**src/rtl/adder6_sync.sv**
```systemverilog
// 6-bit unsigned ripple-carry adder built from gate cells, with a registered 7-bit result.
// Optional ADDER6_INPUT_REG_EN adds an operand register stage in front of the core (latency 2).

module xor2_cell (
  input  logic a,
  input  logic b,
  output logic y
);
  assign y = a ^ b;
endmodule

module nand2_cell (
  input  logic a,
  input  logic b,
  output logic y
);
  assign y = ~(a & b);
endmodule

// a&b | ci&(a^b) as NAND(NAND(a,b), NAND(p,ci)) keeps the carry path two gates deep.
module fa_gate (
  input  logic a,
  input  logic b,
  input  logic ci,
  output logic s,
  output logic co
);
  logic p, g_n, t_n;

  xor2_cell  u_p   (.a(a),   .b(b),   .y(p));
  xor2_cell  u_s   (.a(p),   .b(ci),  .y(s));
  nand2_cell u_g   (.a(a),   .b(b),   .y(g_n));
  nand2_cell u_t   (.a(p),   .b(ci),  .y(t_n));
  nand2_cell u_co  (.a(g_n), .b(t_n), .y(co));
endmodule

module adder6_sync (
  input  logic clk,
  input  logic rst,
  input  logic x0,
  input  logic x1,
  input  logic x2,
  input  logic x3,
  input  logic x4,
  input  logic x5,
  input  logic y0,
  input  logic y1,
  input  logic y2,
  input  logic y3,
  input  logic y4,
  input  logic y5,
  output logic s0,
  output logic s1,
  output logic s2,
  output logic s3,
  output logic s4,
  output logic s5,
  output logic s6
);
  logic [5:0] x_in, y_in;
  logic [5:0] x_core, y_core;
  logic [5:0] sum;
  logic [6:0] carry;
  logic [6:0] s_d, s_q;

  assign x_in = {x5, x4, x3, x2, x1, x0};
  assign y_in = {y5, y4, y3, y2, y1, y0};

`ifdef ADDER6_INPUT_REG_EN
  logic [5:0] x_d, x_q, y_d, y_q;

  always_comb begin
    x_d = x_in;
    y_d = y_in;
  end

  always_ff @(posedge clk) begin
    if (rst) begin
      x_q <= '0;
      y_q <= '0;
    end else begin
      x_q <= x_d;
      y_q <= y_d;
    end
  end

  assign x_core = x_q;
  assign y_core = y_q;
`else
  assign x_core = x_in;
  assign y_core = y_in;
`endif

  assign carry[0] = 1'b0;

  for (genvar i = 0; i < 6; i++) begin : g_fa
    fa_gate u_fa (
      .a  (x_core[i]),
      .b  (y_core[i]),
      .ci (carry[i]),
      .s  (sum[i]),
      .co (carry[i+1])
    );
  end

  always_comb begin
    s_d = {carry[6], sum};
  end

  always_ff @(posedge clk) begin
    if (rst) s_q <= '0;
    else     s_q <= s_d;
  end

  assign {s6, s5, s4, s3, s2, s1, s0} = s_q;
endmodule

```
**config.mk**
```make
export PLATFORM = sky130hd
export DESIGN_NAME = adder6_sync
export DESIGN_NICKNAME = d
export VERILOG_FILES = /design/src/rtl/adder6_sync.sv
export SDC_FILE = /design/constraint.sdc
export NUM_CORES = 1
export LEC_CHECK = 0
export BUFFER_PORTS_ARGS = -buffer_cell sky130_fd_sc_hd__buf_2
export CAP_MARGIN = 20
export CELL_PAD_IN_SITES_DETAIL_PLACEMENT = 1
export CELL_PAD_IN_SITES_GLOBAL_PLACEMENT = 2
export CORE_AREA = 2 2 46 48
export CTS_CLUSTER_DIAMETER = 80
export DETAILED_ROUTE_END_ITERATION = 10
export DIE_AREA = 0 0 48 50
export PLACE_DENSITY = 0.77
export SLEW_MARGIN = 20
export SYNTH_ARGS = -nofsm -noshare
export SYNTH_HDL_FRONTEND = slang
export SYNTH_HIERARCHICAL = 1
export SYNTH_SLANG_ARGS = --single-unit
```
**constraint.sdc**
```tcl
create_clock -name clk -period 1.7 [get_ports clk]
set_input_delay 0.51 -clock clk [delete_from_list [all_inputs] [get_ports clk]]
set_output_delay 0.51 -clock clk [all_outputs]
set_load 0.02 [all_outputs]
```
Yosys cells after proc, flatten, opt, wreduce, memory -nomap -nowiden:

Index checks and enable logic that the tools add are counted.

* $add $sub $neg: 0
* multipliers: 0
* div/mod/pow operators: 0
* order comparisons: 0
* equality and inequality tests: 0
* shifts and indexed selects: 0
* mux-type cells: 0
* bitwise operators: 42
* reductions and logical operators: 0

Operator list (number)
* 1-bit bitwise AND: 16
* 1-bit inverter: 15
* 1-bit bitwise XOR: 11

* bits in registers: 7
* bits in latches: 0
* RAM bits: 0
* bits in read-only memories: 0
* bits of input ports: 14
* word-level logic and storage cells: 43
* memories kept: 0

Longest topological paths before layout:

Gate-level depths: netlist (run 1).

* depth in word-level cells: 21
* depth in mapped cells: 14
* depth with buffers taken out: 14

Hierarchy:

Netlist (run 1), hierarchy kept.

By module, submodules not included
* adder6_sync: instances 1, cells an instance 15, area an instance 187.7 sq um, sequential area each 140.1 sq um
* xor2_cell: instances 12, cells an instance 1, area an instance 8.8 sq um, sequential area each 0.0 sq um
* nand2_cell: instances 18, cells an instance 1, area an instance 3.8 sq um, sequential area each 0.0 sq um

Least setup slack after synthesis (run 1):

OpenSTA, ideal clock, no wires.

* path kind: input -> register
* from: in y1
* to: reg s_q[5]
* library setup time: 114 ps
* arrival: 1419 ps
* required time: 1586 ps
* setup slack: 167 ps
* cell stages on the path: 11
* path buffers: 0
* cell sequence: xor2_1 nand2_1 nand2_1 nand2_1 nand2_1 nand2_1 nand2_1 nand2_1 nand2_1 xor2_1 nor2b_1

* word-level cells in the longest chain between the ends: 18
* elaborated cells between the ends (all ways): 20
* those cells by class: bitwise: 20

RTL lines
* start: declaration: line 47 `input logic y1,`
* 1-bit bitwise XOR: line 9 `assign y = a ^ b;`
* 1-bit bitwise AND: line 17 `assign y = ~(a & b);`
* 1-bit inverter: line 17
* named net g_fa[1].u_fa.t_n: line 28 `logic p, g_n, t_n;`
* 1-bit bitwise AND: line 17
* 1-bit inverter: line 17
* named net carry[2]: line 63 `logic [6:0] carry;`
* 1-bit bitwise AND: line 17
* (+1 left out)
* named net g_fa[2].u_fa.t_n: line 28
* (+2 left out)
* named net carry[3]: line 63
* (+2 left out)
* named net g_fa[3].u_fa.t_n: line 28
* (+2 left out)
* named net carry[4]: line 63
* 1-bit bitwise AND: line 17
* 1-bit inverter: line 17
* named net g_fa[4].u_fa.t_n: line 28
* 1-bit bitwise AND: line 17
* 1-bit inverter: line 17
* named net carry[5]: line 63
* 1-bit bitwise XOR: line 9
* named net s_d[5]: line 64 `logic [6:0] s_d, s_q;`
* end signal: assignment: line 111 `if (rst) s_q <= '0;`
* end signal: assignment: line 112 `else s_q <= s_d;`
* end: declaration: line 64

The timed path passes the listed nets, and every way through them passes these cells.
A chain may end at the register's enable or synchronous reset.

Worst setup path after layout (run 1):

* from: in y1
* to: reg s_q[5]

* word-level cells in the longest chain between the ends: 18
* elaborated cells between the ends (all ways): 20
* those cells by class: bitwise: 20

RTL lines (line)
* 1-bit bitwise XOR: 9
* named net g_fa[1].u_fa.p: 28
* 1-bit bitwise AND: 17
* 1-bit inverter: 17
* named net g_fa[1].u_fa.t_n: 28
* 1-bit bitwise AND: 17
* 1-bit inverter: 17
* named net carry[2]: 63
* (+2 left out)
* named net g_fa[2].u_fa.t_n: 28
* (+2 left out)
* named net carry[3]: 63
* (+2 left out)
* named net g_fa[3].u_fa.t_n: 28
* (+2 left out)
* named net carry[4]: 63
* 1-bit bitwise AND: 17
* 1-bit inverter: 17
* named net g_fa[4].u_fa.t_n: 28
* 1-bit bitwise AND: 17
* 1-bit inverter: 17
* named net carry[5]: 63
* 1-bit bitwise XOR: 9
* named net s_d[5]: 64

The timed path passes the listed nets, and every way through them passes these cells.

==> key figures, run 1 <==
Worst setup path
  – Worst path most repeated cell: nand2_1
  – Worst-path maximum fanout: 2
  – Critical Path RT: 1.84 ns
  – Cells along the critical path: buf_2 > xor2_1 > nand2_1 > nand2_1 > nand2_1 > nand2_1 > nand2_1 > nand2_1 > nand2_1 > nand2_1 > xor2_1 > nor2b_1
  – Worst Path Arrival: 1.56 ns
  – Critical Path Start Type: primary input
  – Crit path from: y1
  – Slowest stage delay, CP: 0.16 ns
  – Crit path capture type: flip-flop
  – Slowest cell on the critical path: xor2_1
  – Crit Path Class: in -> reg

CTS
  – Setup bufs post-CTS: 0
  – H-tree levels: 1
  – Post-CTS sizing: 0
  – CTS tree: yes
  – Clock buffer depth: 2
  – Hold_buf cts: 0
  – CTS Buf Count: 3
  – Root buf cell: clkbuf_4
  – Worst-path clk slew: 0.05 ns
  – Sink Count: 7

Pwr
  – Max IR drop VDD: 0.209 mV
  – Total power: 0.000481 W
  – Switch Pwr: 0.000135 W
  – Combinational share of power: 31.2%
  – Pint: 0.000346 W
  – Sequential power share: 39.2%
  – Sw Share: 28.1%
  – Clk pwr share: 29.6%
  – PwrDens: 867 nW/µm²
  – Leakage dissipation: 0.305 nW

Floorplanning
  – Ports: 21
  – Chip width: 48 µm
  – Core ar.: 1900 µm²
  – Die Area: 2400 µm²
  – Starting density of the core: 18.9%
  – Die Y: 50 µm
  – Standard-cell rows: 16

Route
  – Vias: 340
  – Vias per cell: 3.37
  – Residual DRC: 0
  – TritonRoute pass-1 iters: 2
  – Drt wl/cell: 5.91 µm
  – 1st-iter DRT viols: 1
  – Final WL: 597 µm
  – ANT nets after route: 0

Yosys
  – Mapped Cells: 45
  – Cell accounting for the most synthesized area: dfxtp_1
  – Area contributors post-synth: dfxtp_1 (39%), xor2_1 (29%), nand2_1 (19%)
  – Count leader, synth: nand2_1
  – Post-synth top cells: nand2_1 (18), xor2_1 (12), dfxtp_1 (7), nor2b_1 (7), conb_1 (1)
  – Yosys cell types: 5
  – Post-synthesis async set-or-reset flop share: 0%
  – Synth Cell Area: 360 µm²
  – Yosys Warn Count: 6
  – EDFF count, synth: 0
  – Sequential share of the synthesized area: 38.9%
  – Yosys top cell area share: 38.9%
  – Primary FF master, synth: dfxtp_1
  – Mean post-synth cell area: 8.01 µm²
  – Yosys reg bits: 7

STA
  – Setup TNS: 0 ns
  – Final setup violation count: 0
  – Hold_ws: 0.516 ns
  – Hold Violations, Final: 0
  – Fmax achieved: 0.703 GHz
  – RSZ-0062 raised after global routing: no
  – Minimum clock period: 1.42 ns
  – Part of the cycle the worst path needs: 83.7%
  – Slew Limit Fails: 0

Global route
  – Vias in the first global route: 291
  – Largest net degree at the start of global routing: 8
  – Total track usage: 6.14%
  – Antenna violations before repair: 0
  – Grt ovf: 0
  – Global-route wire length before repair: 1030 µm

Cells and area
  – Biggest regs: s_q x7
  – Ant. Diodes: 0
  – Max reg flops: 7
  – Fin cells: 101
  – Area Growth Syn to Fin: 53.8%
  – Nets: 89
  – Top reg by flops: s_q
  – Layout cells sized above 1: 36.5%

Hold path
  – Worst min-delay path startpoint: rst
  – Hold Path Stages: 2
  – Hold EP: s_q[5]
  – Worst hold-check path type: in -> reg

Placement
  – Cells after DPL: 97
  – Final Wtd Congestion: 0.573
  – Port bufs: 20

Run
  – Max Cap Viol: 0

Outcome
  – Status: complete, no violations
==> final cells by class <==
class	instances	area, µm²
fillers	260	1350
clock buffers	4	26.3
flip-flops and latches	7	140
well taps	27	33.8
multi-input cells	39	224
repair buffers	24	130
==> logic make-up after synthesis <==
family | Yosys count | synth area share, %
DFF | 7 | 38.9
xor gates and xnor gates | 12 | 29.2
other | 1 | 1.04
and+or+nand+nor | 25 | 30.9
==> placed cells by master, fill, tap and decap left out, drive strengths merged <==
master,count
dfxtp,7
clkbuf,4
conb,2
buf,24
nor2b,7
xor2,12
nand2,18
==> how the worst max path moves through the flow <==
stage	endpoint	cells past startpoint
finish	s_q[5]	12
global route	s_q[5]	12
CTS	s_q[5]	12
detailed placement	s_q[5]	12
global placement	s_q[5]	12
floorplan	s_q[5]	11
==> through the flow <==
stage	util, %	worst slack (ns)	instance area [µm²]
floorplan	-	0.167	364
global placement	27.8	0.00562	528
detailed placement	27.8	0.00273	528
CTS	29.1	0.269	554
global route	29.1	0.0803	554
finish	29.1	0.277	554
==> worst max-delay path: cells and delay by family <==
family	cells	cell delay, ns
buffers and inverters	1	0.11
AND/OR/NAND/NOR	9	0.62
XOR/XNOR	2	0.32
==> routing by layer <==
layer | GRT usage [%] | wire [µm] | vias up
li1 | - | - | 189
met1 | 6.61 | 226 | 138
met2 | 8.89 | 307 | 13
met3 | 1.10 | 63 | 0
met4 | 6.76 | 0 | 0
met5 | 0 | 0 | -
==> power by group through the flow <==
stage	Sequential, W	Combinational, W	Clock [W]
final	0.000188	0.000150	0.000142
after global routing	0.000190	0.000169	0.000168
after CTS	0.000189	0.000153	0.000153
after detailed placement	0.000192	0.000153	0
after global placement	0.000192	0.000151	0
after floorplan	0.000220	0.0000621	0
(Power assumes the default switching activity.)
==> inputs of run 2 (changes only) <==
Settings changed: CORE_AREA 2 2 46 48 to 2 2 48 50, DIE_AREA 0 0 48 50 to 0 0 50 52, PLACE_DENSITY 0.77 to 0.74.
Clock period 1.7 ns to 1.3 ns, I/O delays scaled along.
==> key figures, run 2 (synthesized netlist as in run 1, its figures left out) <==
Worst setup path
  – Critical Path RT: 1.44 ns
  – Worst-path maximum fanout: 2
  – Critical Path Start Type: primary input
  – Worst Path Arrival: 1.44 ns
  – Crit path capture type: flip-flop
  – Crit Path Class: in -> reg

Route
  – Drt wl/cell: 7.36 µm
  – Vias per cell: 3.59
  – Residual DRC: 0
  – Final WL: 817 µm
  – 1st-iter DRT viols: 0
  – TritonRoute pass-1 iters: 1
  – Vias: 398
  – ANT nets after route: 0

Hold path
  – Worst min-delay path startpoint: rst
  – Hold Path Stages: 2
  – Hold EP: s_q[0]
  – Worst hold-check path type: in -> reg

Pwr
  – Sw Share: 28.3%
  – Leakage dissipation: 0.356 nW
  – PwrDens: 1050 nW/µm²
  – Clk pwr share: 27.7%
  – Switch Pwr: 0.000194 W
  – Sequential power share: 36.2%
  – Combinational share of power: 36.1%
  – Max IR drop VDD: 0.312 mV
  – Total power: 0.000686 W
  – Pint: 0.000492 W

Global route
  – Met1 usage: 6.45%
  – GRT met2 Usage: 13.8%
  – Largest net degree at the start of global routing: 8
  – Vias in the first global route: 391
  – Antenna violations before repair: 0
  – GR peak layer: met2
  – Grt ovf: 0
  – Met3 usage: 1.72%
  – Global-route wire length before repair: 1430 µm
  – Total track usage: 7.76%

Placement
  – Port bufs: 20
  – DPL Wire Length: 682 µm
  – Final Wtd Congestion: 0.645

CTS
  – Worst-path clk slew: 0.05 ns
  – Sink Count: 7
  – Root buf cell: clkbuf_4
  – Hold_buf cts: 0
  – Clock buffer depth: 2
  – CTS Buf Count: 3
  – CTS tree: yes
  – H-tree levels: 1

Cells and area
  – Top reg by flops: s_q
  – Commonest non-fill, non-tap cell in the layout: buf_2
  – Biggest regs: s_q x7
  – Utilization after layout: 31.1%
  – Nets: 98
  – Ant. Diodes: 0
  – Area Growth Syn to Fin: 81.6%
  – Layout cells sized above 1: 48.2%
  – Max reg flops: 7
  – Most frequent cells in the layout: buf_2 (18), nand2_1 (16), buf_4 (13), xor2_1 (11), dfxtp_1 (7)

STA
  – Hold_ws: 0.393 ns
  – Slew Limit Fails: 0
  – Part of the cycle the worst path needs: 100%
  – Hold Violations, Final: 0
  – Final setup violation count: 1
  – Final worst-path setup slack: -0.00163 ns
  – RSZ-0062 raised after global routing: yes
  – Fmax achieved: 0.768 GHz
  – Minimum clock period: 1.30 ns

Outcome
  – Failing checks: setup timing
  – Status: finished, violations left

Floorplanning
  – Die Y: 52 µm
  – Core ar.: 2110 µm²
  – Starting density of the core: 17.1%
  – Ports: 21
  – Standard-cell rows: 17
  – Die Area: 2600 µm²
  – Chip width: 50 µm

Run
  – Max Cap Viol: 0
-- run 2: timing repair --
action	CTS	global route
endpoints found under the hold margin	0	0
setup buffers	5	0
pin swaps	6	2
resized for setup	2	6
endpoints found under the setup margin	1	5
-- run 2: area by class of cell --
type                            count  area, µm²
Multi-Input combinational cell     39        239
Timing Repair Buffer               33        214
Sequential cell                     7        140
Clock buffer                        4       26.3
Tap cell                           28       35.0
Fill cell                         270       1450
-- run 2: metrics by stage --
| stage | cell area, µm² | instances | setup TNS [ns] | setup WS [ns] |
|---|---|---|---|---|
| 3_3_place_gp | 567 | 102 | -0.797 | -0.273 |
| 5_1_grt | 654 | 111 | -0.210 | -0.0936 |
| 2_1_floorplan | 372 | 46 | -0.165 | -0.107 |
| 4_1_cts | 637 | 111 | 0 | 0.0189 |
| 3_5_place_dp | 567 | 102 | -0.911 | -0.316 |
| 6_report | 654 | 111 | -0.00163 | -0.00163 |
-- run 2: critical path, stage by stage --
cell,delay [ns]
buf_8,0.10
xor2_2,0.16
nand2_1,0.08
nand2_2,0.05
nand2_1,0.05
nand2_1,0.06
nand2_1,0.08
nand2_2,0.05
nand2_1,0.05
nand2_1,0.07
xor2_1,0.14
nor2b_2,0.15
-- run 2: power groups by stage --
stage	clock (W)	combinational (W)	sequential, W
CTS	0.000202	0.000242	0.000249
finish	0.000190	0.000248	0.000248
detailed placement	0	0.000217	0.000253
floorplan	0	0.0000824	0.000288
global placement	0	0.000213	0.000251
global route	0.000223	0.000274	0.000250
-- run 2: worst max path at each step --
stage | slack, ns | from | endpoint | cells past startpoint
global route | -0.09 | x1 | s_q[5] | 12
detailed placement | -0.32 | y1 | s_q[5] | 12
finish | -0.002 | x1 | s_q[5] | 12
global placement | -0.27 | y1 | s_q[5] | 12
CTS | 0.02 | x1 | s_q[4] | 11
floorplan | -0.11 | y1 | s_q[5] | 11
-- run 2: routing by layer --
metal  vias to the layer above  share of wire, %
li1                        206                 -
met2                        14                56
met5                         -                 0
met1                       174                33
met3                         4               6.1
met4                         0               5.6
